--- config.mk ---
export PLATFORM = sky130hd
export DESIGN_NAME = shift_pipe
export DESIGN_NICKNAME = d
export VERILOG_FILES = /design/src/rtl/shift_pkg.sv /design/src/rtl/shift_pipe_shifter.sv /design/src/rtl/shift_pipe.sv
export SDC_FILE = /design/constraint.sdc
export NUM_CORES = 1
export LEC_CHECK = 0
export BUFFER_PORTS_ARGS = -buffer_cell sky130_fd_sc_hd__clkbuf_2
export CAP_MARGIN = 30
export CORE_ASPECT_RATIO = 0.75
export CORE_UTILIZATION = 30
export DETAILED_ROUTE_END_ITERATION = 16
export GPL_TIMING_DRIVEN = 0
export HOLD_SLACK_MARGIN = 0.1
export SLEW_MARGIN = 20
export SYNTH_ARGS = -nofsm -noshare
export SYNTH_HDL_FRONTEND = slang
export SYNTH_SLANG_ARGS = --single-unit
export TNS_END_PERCENT = 50
--- constraint.sdc ---
create_clock -name clk -period 1.6 [get_ports clk]
set_input_delay 0.08 -clock clk [delete_from_list [all_inputs] [get_ports clk]]
set_output_delay 0.08 -clock clk [all_outputs]
set_load 0.05 [all_outputs]
--- src/rtl/shift_pkg.sv ---
// Shared constants and the overflow mask helper for the registered shift pipeline.
// Anything that must agree on widths or on what counts as an overflow imports this package.
package shift_pkg;

  localparam int DATA_W  = 8;
  localparam int SHAMT_W = 3;
  localparam int CNT_W   = 8;

  // Bits of the operand that survive a left shift by amt; anything outside is lost.
  function automatic logic [DATA_W-1:0] ovf_mask(input logic [SHAMT_W-1:0] amt);
    return {DATA_W{1'b1}} >> amt;
  endfunction

endpackage

--- src/rtl/shift_pipe_shifter.sv ---
// Combinational 8-bit logical left shifter (zero fill).
// This is the existing shared block, kept unchanged for the pipeline to wrap.
module shift_pipe_shifter
  import shift_pkg::*;
(
  input  logic [DATA_W-1:0]  ina,
  input  logic [SHAMT_W-1:0] shift,
  output logic [DATA_W-1:0]  out
);

  assign out = ina << shift;

endmodule

--- src/rtl/shift_pipe.sv ---
// Two-stage valid/ready pipeline around the shared left shifter.
// Adds backpressure, synchronous flush, overflow flagging and a saturating overflow counter.
module shift_pipe #(
  parameter int DATA_W  = 8,
  parameter int SHAMT_W = 3,
  parameter int CNT_W   = 8
) (
  input  logic               clk,
  input  logic               rst_n,
  input  logic               flush,
  input  logic               in_valid,
  output logic               in_ready,
  input  logic [DATA_W-1:0]  in_data,
  input  logic [SHAMT_W-1:0] in_shamt,
  output logic               out_valid,
  input  logic               out_ready,
  output logic [DATA_W-1:0]  out_data,
  output logic               out_ovf,
  output logic [CNT_W-1:0]   ovf_cnt,
  input  logic               cnt_clr
);
  import shift_pkg::*;

  // The shifter is hard-wired to 8 bits / 3-bit amount, so refuse any other width.
  if (DATA_W != 8 || SHAMT_W != 3) begin : g_width_check
    $error("shift_pipe: DATA_W must be 8 and SHAMT_W must be 3");
  end

  logic               s1_valid;
  logic [DATA_W-1:0]  s1_data;
  logic [SHAMT_W-1:0] s1_shamt;
  logic               s1_ovf;
  logic               s2_valid;
  logic [DATA_W-1:0]  s2_data;
  logic               s2_ovf;
  logic [DATA_W-1:0]  shifted;
  logic               s2_free;
  logic               s1_adv;
  logic               s1_load;
  logic               out_hs;

  shift_pipe_shifter u_shifter (
    .ina   (s1_data),
    .shift (s1_shamt),
    .out   (shifted)
  );

  assign s1_ovf   = (s1_shamt != '0) & (|(s1_data & ~ovf_mask(s1_shamt)));
  assign s2_free  = ~s2_valid | out_ready;
  assign s1_adv   = s1_valid & s2_free;
  // in_ready follows out_ready combinationally so a full pipe can still stream.
  assign in_ready = (~s1_valid | s1_adv) & ~flush;
  assign s1_load  = in_valid & in_ready;
  assign out_hs   = s2_valid & out_ready;

  assign out_valid = s2_valid;
  assign out_data  = s2_data;
  assign out_ovf   = s2_ovf;

  always_ff @(posedge clk or negedge rst_n) begin
    if (!rst_n) begin
      s1_valid <= 1'b0;
      s1_data  <= '0;
      s1_shamt <= '0;
    end else if (flush) begin
      s1_valid <= 1'b0;
    end else if (s1_load) begin
      s1_valid <= 1'b1;
      s1_data  <= in_data;
      s1_shamt <= in_shamt;
    end else if (s1_adv) begin
      s1_valid <= 1'b0;
    end
  end

  // S2 reloads from S1 whenever it drains or is empty; flush overrides everything.
  always_ff @(posedge clk or negedge rst_n) begin
    if (!rst_n) begin
      s2_valid <= 1'b0;
      s2_data  <= '0;
      s2_ovf   <= 1'b0;
    end else if (flush) begin
      s2_valid <= 1'b0;
    end else if (s1_adv) begin
      s2_valid <= 1'b1;
      s2_data  <= shifted;
      s2_ovf   <= s1_ovf;
    end else if (out_ready) begin
      s2_valid <= 1'b0;
    end
  end

  always_ff @(posedge clk or negedge rst_n) begin
    if (!rst_n) begin
      ovf_cnt <= '0;
    end else if (cnt_clr) begin
      ovf_cnt <= '0;
    end else if (out_hs && s2_ovf && (ovf_cnt != '1)) begin
      ovf_cnt <= ovf_cnt + CNT_W'(1);
    end
  end

endmodule

# Word level (Yosys, flattened, before mapping)
# Cells that the tools add are included.
word_totals:
  word_cells: 40
  reg_bits: 30
  in_bits: 17
op_classes:
  shift: 2
  eq_ne: 1
  n_mux: 8
  addsub: 1
  n_bitwise: 12
  n_reduce_logical: 9
op_table:
  columns: ["op", "n"]
  rows:
  - ["$mux 8", 2]
  - ["$reduce_bool 3->1", 3]
  - ["$add 8x1->8 const B", 1]
  - ["$and 8x8->8", 1]
  - ["$ne 8x8->1 const B", 1]
  - ["$not 8->8", 1]
  - ["$reduce_or 8->1", 1]
  - ["$shl 8x3->8", 1]
  - ["$shr 8x3->8 const A", 1]
  - ["$mux 1", 6]
  - ["$and 1x1->1", 5]
  - ["$reduce_and 2->1", 2]
  - ["$not 1->1", 3]
  - ["$logic_and 1x1->1", 2]
  - ["$or 1x1->1", 2]
  - ["$reduce_bool 2->1", 1]

# Logic depth before layout (Yosys ltp)
depth:
  ltp_word: 8
  ltp_mapped: 6
  mapped_depth_nobuf: 5

# Cells and area by module
# Synthesis repeated with hierarchy kept, for this count alone.
hier_totals:
  cells_unflattened: 137
  hier_area_um2: 1636.6
by_module_without_submodules:
  columns: ["mod", "area_per_inst_um2", "instances", "seq_area_each_um2", "cells_each"]
  rows:
  - ["shift_pipe", 1363.8, 1, 750.7, 105]
  - ["shift_pipe_shifter", 272.8, 1, 0.0, 32]

# Worst setup path before layout
# No wires, ideal clock.
synth_path:
  kind: "register -> register"
  from: "reg s2_valid (netlist: out_valid)"
  to: "reg s1_data[0]"
  slack_ps: -771
  path_stages_with_launch: 6
  synth_period_minus_slack_ps: 2371
  path_buffers: 1
  t_arrival_ps: 2247
  setup_time_ps: 125
  cell_sequence: "dfrtp_1 nor2b_4 a21oi_1 nand2_1 buf_6 mux2_2"
synth_via:
  elab_chain_len: 7
synth_lines:
  columns: ["item", "line_no", "source"]
  rows:
  - ["from (decl)", "shift_pipe.sv:33", "logic s2_valid;"]
  - ["from (signal assigned)", "shift_pipe.sv:79", "s2_valid <= 1'b0;"]
  - ["from (signal assigned)", "shift_pipe.sv:83", "s2_valid <= 1'b0;"]
  - ["from (signal assigned)", "shift_pipe.sv:85", "s2_valid <= 1'b1;"]
  - ["$not 1->1", "shift_pipe.sv:49", "assign s2_free = ~s2_valid | out_ready;"]
  - ["$or 1x1->1", "shift_pipe.sv:49", null]
  - ["$and 1x1->1", "shift_pipe.sv:50", "assign s1_adv = s1_valid & s2_free;"]
  - ["$or 1x1->1", "shift_pipe.sv:52", "assign in_ready = (~s1_valid | s1_adv) & ~flush;"]
  - ["$and 1x1->1", "shift_pipe.sv:52", null]
  - ["net in_ready", "shift_pipe.sv:12", "output logic in_ready,"]
  - ["$and 1x1->1", "shift_pipe.sv:53", "assign s1_load = in_valid & in_ready;"]
  - ["$reduce_and 2->1 (no source line)", null, null]
  - ["to (signal assigned)", "shift_pipe.sv:69", "s1_data <= in_data;"]
  - ["to (decl)", "shift_pipe.sv:30", "logic [DATA_W-1:0] s1_data;"]
# The timed path passes the listed nets, and every way through them passes these cells.
# A chain may end at the register's enable or synchronous reset.

# Final worst setup path
layout_path:
  from: "reg s2_valid (netlist: out_valid)"
  to: "reg s2_data[5] (netlist: out_data[5])"
layout_via:
  elab_chain_len: 4
layout_lines:
  columns: ["item", "line_no", "source"]
  rows:
  - ["$not 1->1", "shift_pipe.sv:49", null]
  - ["$or 1x1->1", "shift_pipe.sv:49", null]
  - ["$and 1x1->1", "shift_pipe.sv:50", null]
  - ["$reduce_and 2->1 (no source line)", null, null]
  - ["to (signal assigned)", "shift_pipe.sv:86", "s2_data <= shifted;"]
  - ["to (decl)", "shift_pipe.sv:34", "logic [DATA_W-1:0] s2_data;"]
# No other way between the ends.

==> run metrics <==
Die Wd 85.7 um; number of detailed-route iterations in the first pass 4; share of power burned in registers 40.3%; Yosys Warn Count 0; diodes inserted 0; crit path kind flip-flop to flip-flop; final net count about 210; Seq/Total Area, Yosys between 40% and 50%; Post-synth top flop dfrtp_1; simple logic cell fraction of the synthesized area 13.6%; mux cell area share after synthesis 15.7%; initial antenna violation count 0; area of placed instances 1870 um^2; DRC viols 0; vias in the first global route 1128; final antenna-violating net count 0; largest net degree at the start of global routing 31; # placed instances 244; cts bufs inserted 5; GP Congestion about 0.84; P_int 1560 uW; Die ar. 5560 um^2; layout cells sized above 1 between 40 and 50%; design area approximately 2100 um^2; Top Ports 36; Hold WC Path Type input pin to flip-flop; # port buffers 34; startpoint types flip-flop; count of cell types in the netlist between 40 and 50; clock latency on the worst-skew pair between 0.2 and 0.3 ns; mapped cell area 1580 um^2; Hold Path Depth 4; HPWL Detailed 2.38 mm; static leakage 0.000976 uW; initial detailed-routing violation count 71; Sw Pwr 799 uW; reg2reg path depth 5; WL/cell about 12 um; gr usage total a little over an eighth; final critical-path setup slack 0.0785 ns; first-pass GRT wire length 5.68 mm; max cap viols 0; Clock Pin Slew Worst Setup and Hold Paths 0.06 ns; Core Region 4980 um^2; Rel. slew slack 52.0%; Slew Viols, Final 0; Layout Cells excl Fill ~270; Post-synth EDFFs 0; final setup fails 0; CTS sink cnt 30; average cell area after synthesis 11.4 um^2; Critical Path AT 1.67 ns; Combinational Power Share 29.8%; maximum clock rate between 0.6 and 0.7 GHz; net count after synthesis 156; CTS tree yes; Seq cells post-synth 30; Fin Clk Skew ~0.003 ns; pwr dens 1100 nW/um^2; dpl ws 0.0801 ns; Clock power frac 29.9%; RSZ-0062 raised after global routing false; Worst-Margin Slew 0.720 ns; crit share post-route 95.1%; H-Tree Depth 2; vias between 1k and 1.5k; row count 22; Die Ht between 60 and 70 um; vias per inst 4.55; Layout area overhead 35.7%; Fin. Hold Viols 0; sw frac 33.8%; Post-Syn Instances between 100 and 150; # Post-CTS Setup Buffers 0; main combinational cell family by area after synthesis multiplexers; minimum clock period approximately 1.5 ns; status finished clean; worst-case clock buffer depth 2; grt total ovfl 0; clock root cell clkbuf_8; initial core utilization 31.7%; post-synthesis adder-cell area fraction 0.793%; XOR/XNOR share of the synthesized area 3.33%; most common cell after layout, fill and taps aside clkbuf_2; VDD IR-drop max about 330 uV; compound-gate portion of the synthesized area about 15%; final WL 3.24 mm; crit path max fanout 9; critical path endpoint category flip-flop; WP data required 1.75 ns; async set or reset register ratio after synthesis 100%; hold slack 0.143 ns; most frequent cells in the layout clkbuf_2 (34), dfrtp_1 (22), nor2_1 (18)
## power by group through the flow
stage               Combinational, uW  Sequential, uW  Clock [uW]
floorplan                         318            1150           0
global placement                  673             968           0
detailed placement                676             969           0
CTS                               705             954         724
global route                      760             970         763
finish                            705             951         705
## per-layer routing
layer	wire length (um)	track usage, %
met5	0	0
met4	53	6.25
met3	128	3.69
met2	1300	17.7
met1	1760	20.0
## kinds of logic (layout without fill, tap and decap cells)
group	after synthesis	in the layout
AND/OR/NAND/NOR	37	37
AO/OA/AOI/OAI	32	32
buffers and inverters	10	67
flip-flops	30	30
multiplexers	22	22
XOR/XNOR	6	6
adder cells (fa/ha/maj)	1	1
## layout make-up
| cell class | instances | area, um^2 |
|---|---|---|
| fillers | 493 | 2840 |
| multi-input cells | 98 | 795 |
| flip-flops and latches | 30 | 761 |
| repair buffers | 49 | 320 |
| clock buffers | 8 | 110 |
| well taps | 72 | 90.1 |
| plain buffers | 8 | 57.6 |
| inverters | 2 | 7.51 |
## metrics by stage
| step | util (%) | power [uW] | TNS, ns |
|---|---|---|---|
| CTS | 42.8 | 2380 | 0 |
| finish | 43.0 | 2360 | 0 |
| global placement | 37.6 | 1640 | 0 |
| floorplan | - | 1470 | -0.709 |
| global route | 43.0 | 2490 | 0 |
| detailed placement | 37.6 | 1640 | 0 |
## worst max-delay path, cell delays in order (launching register included)
cell      delay [ns]
dfrtp_2         0.41
nor2b_4         0.16
or3b_1          0.36
buf_6           0.15
a211oi_1        0.24
nor2_1          0.08
## path summary, 6_finish.rpt
kind / from / end / slack (ns)
min: out_ready / out_valid / 0.14
max reg2reg: out_valid / out_data[5] / 0.08
max in group asynchronous: rst_n / ovf_cnt[5] / 0.70
min in group asynchronous: rst_n / s1_data[1] / 0.39
max: out_valid / out_data[5] / 0.08
min reg2reg: out_data[1] / out_data[1] / 0.48
## cell usage after synthesis (3+ instances only)
cell,count,area share (%)
a21oi_1,7,2.2
a22o_2,3,1.9
buf_2,4,1.3
buf_6,3,2.1
dfrtp_1,30,48
mux2_2,12,8.6
mux2i_1,9,5.7
nand2_1,3,0.71
nor2_1,18,4.3
o211ai_1,4,1.9
o21a_1,3,1.4
o22ai_1,3,1.2
xor2_1,6,3.3
## state kept, by name (all words and copies together), names as in the netlist
name and cells:
s1_valid 1, out_valid 1, ovf_cnt 8, out_ovf 1, s1_data 8, s1_shamt 3
out_data 8
## timing repair
| action | in CTS | in global routing |
|---|---|---|
| setup endpoints to repair | 0 | 2 |
| endpoints found under the hold margin | 43 | 0 |
| resized for setup | 0 | 1 |
| hold buffers | 15 | 0 |
Note: power is estimated with default switching activity, not from simulation.
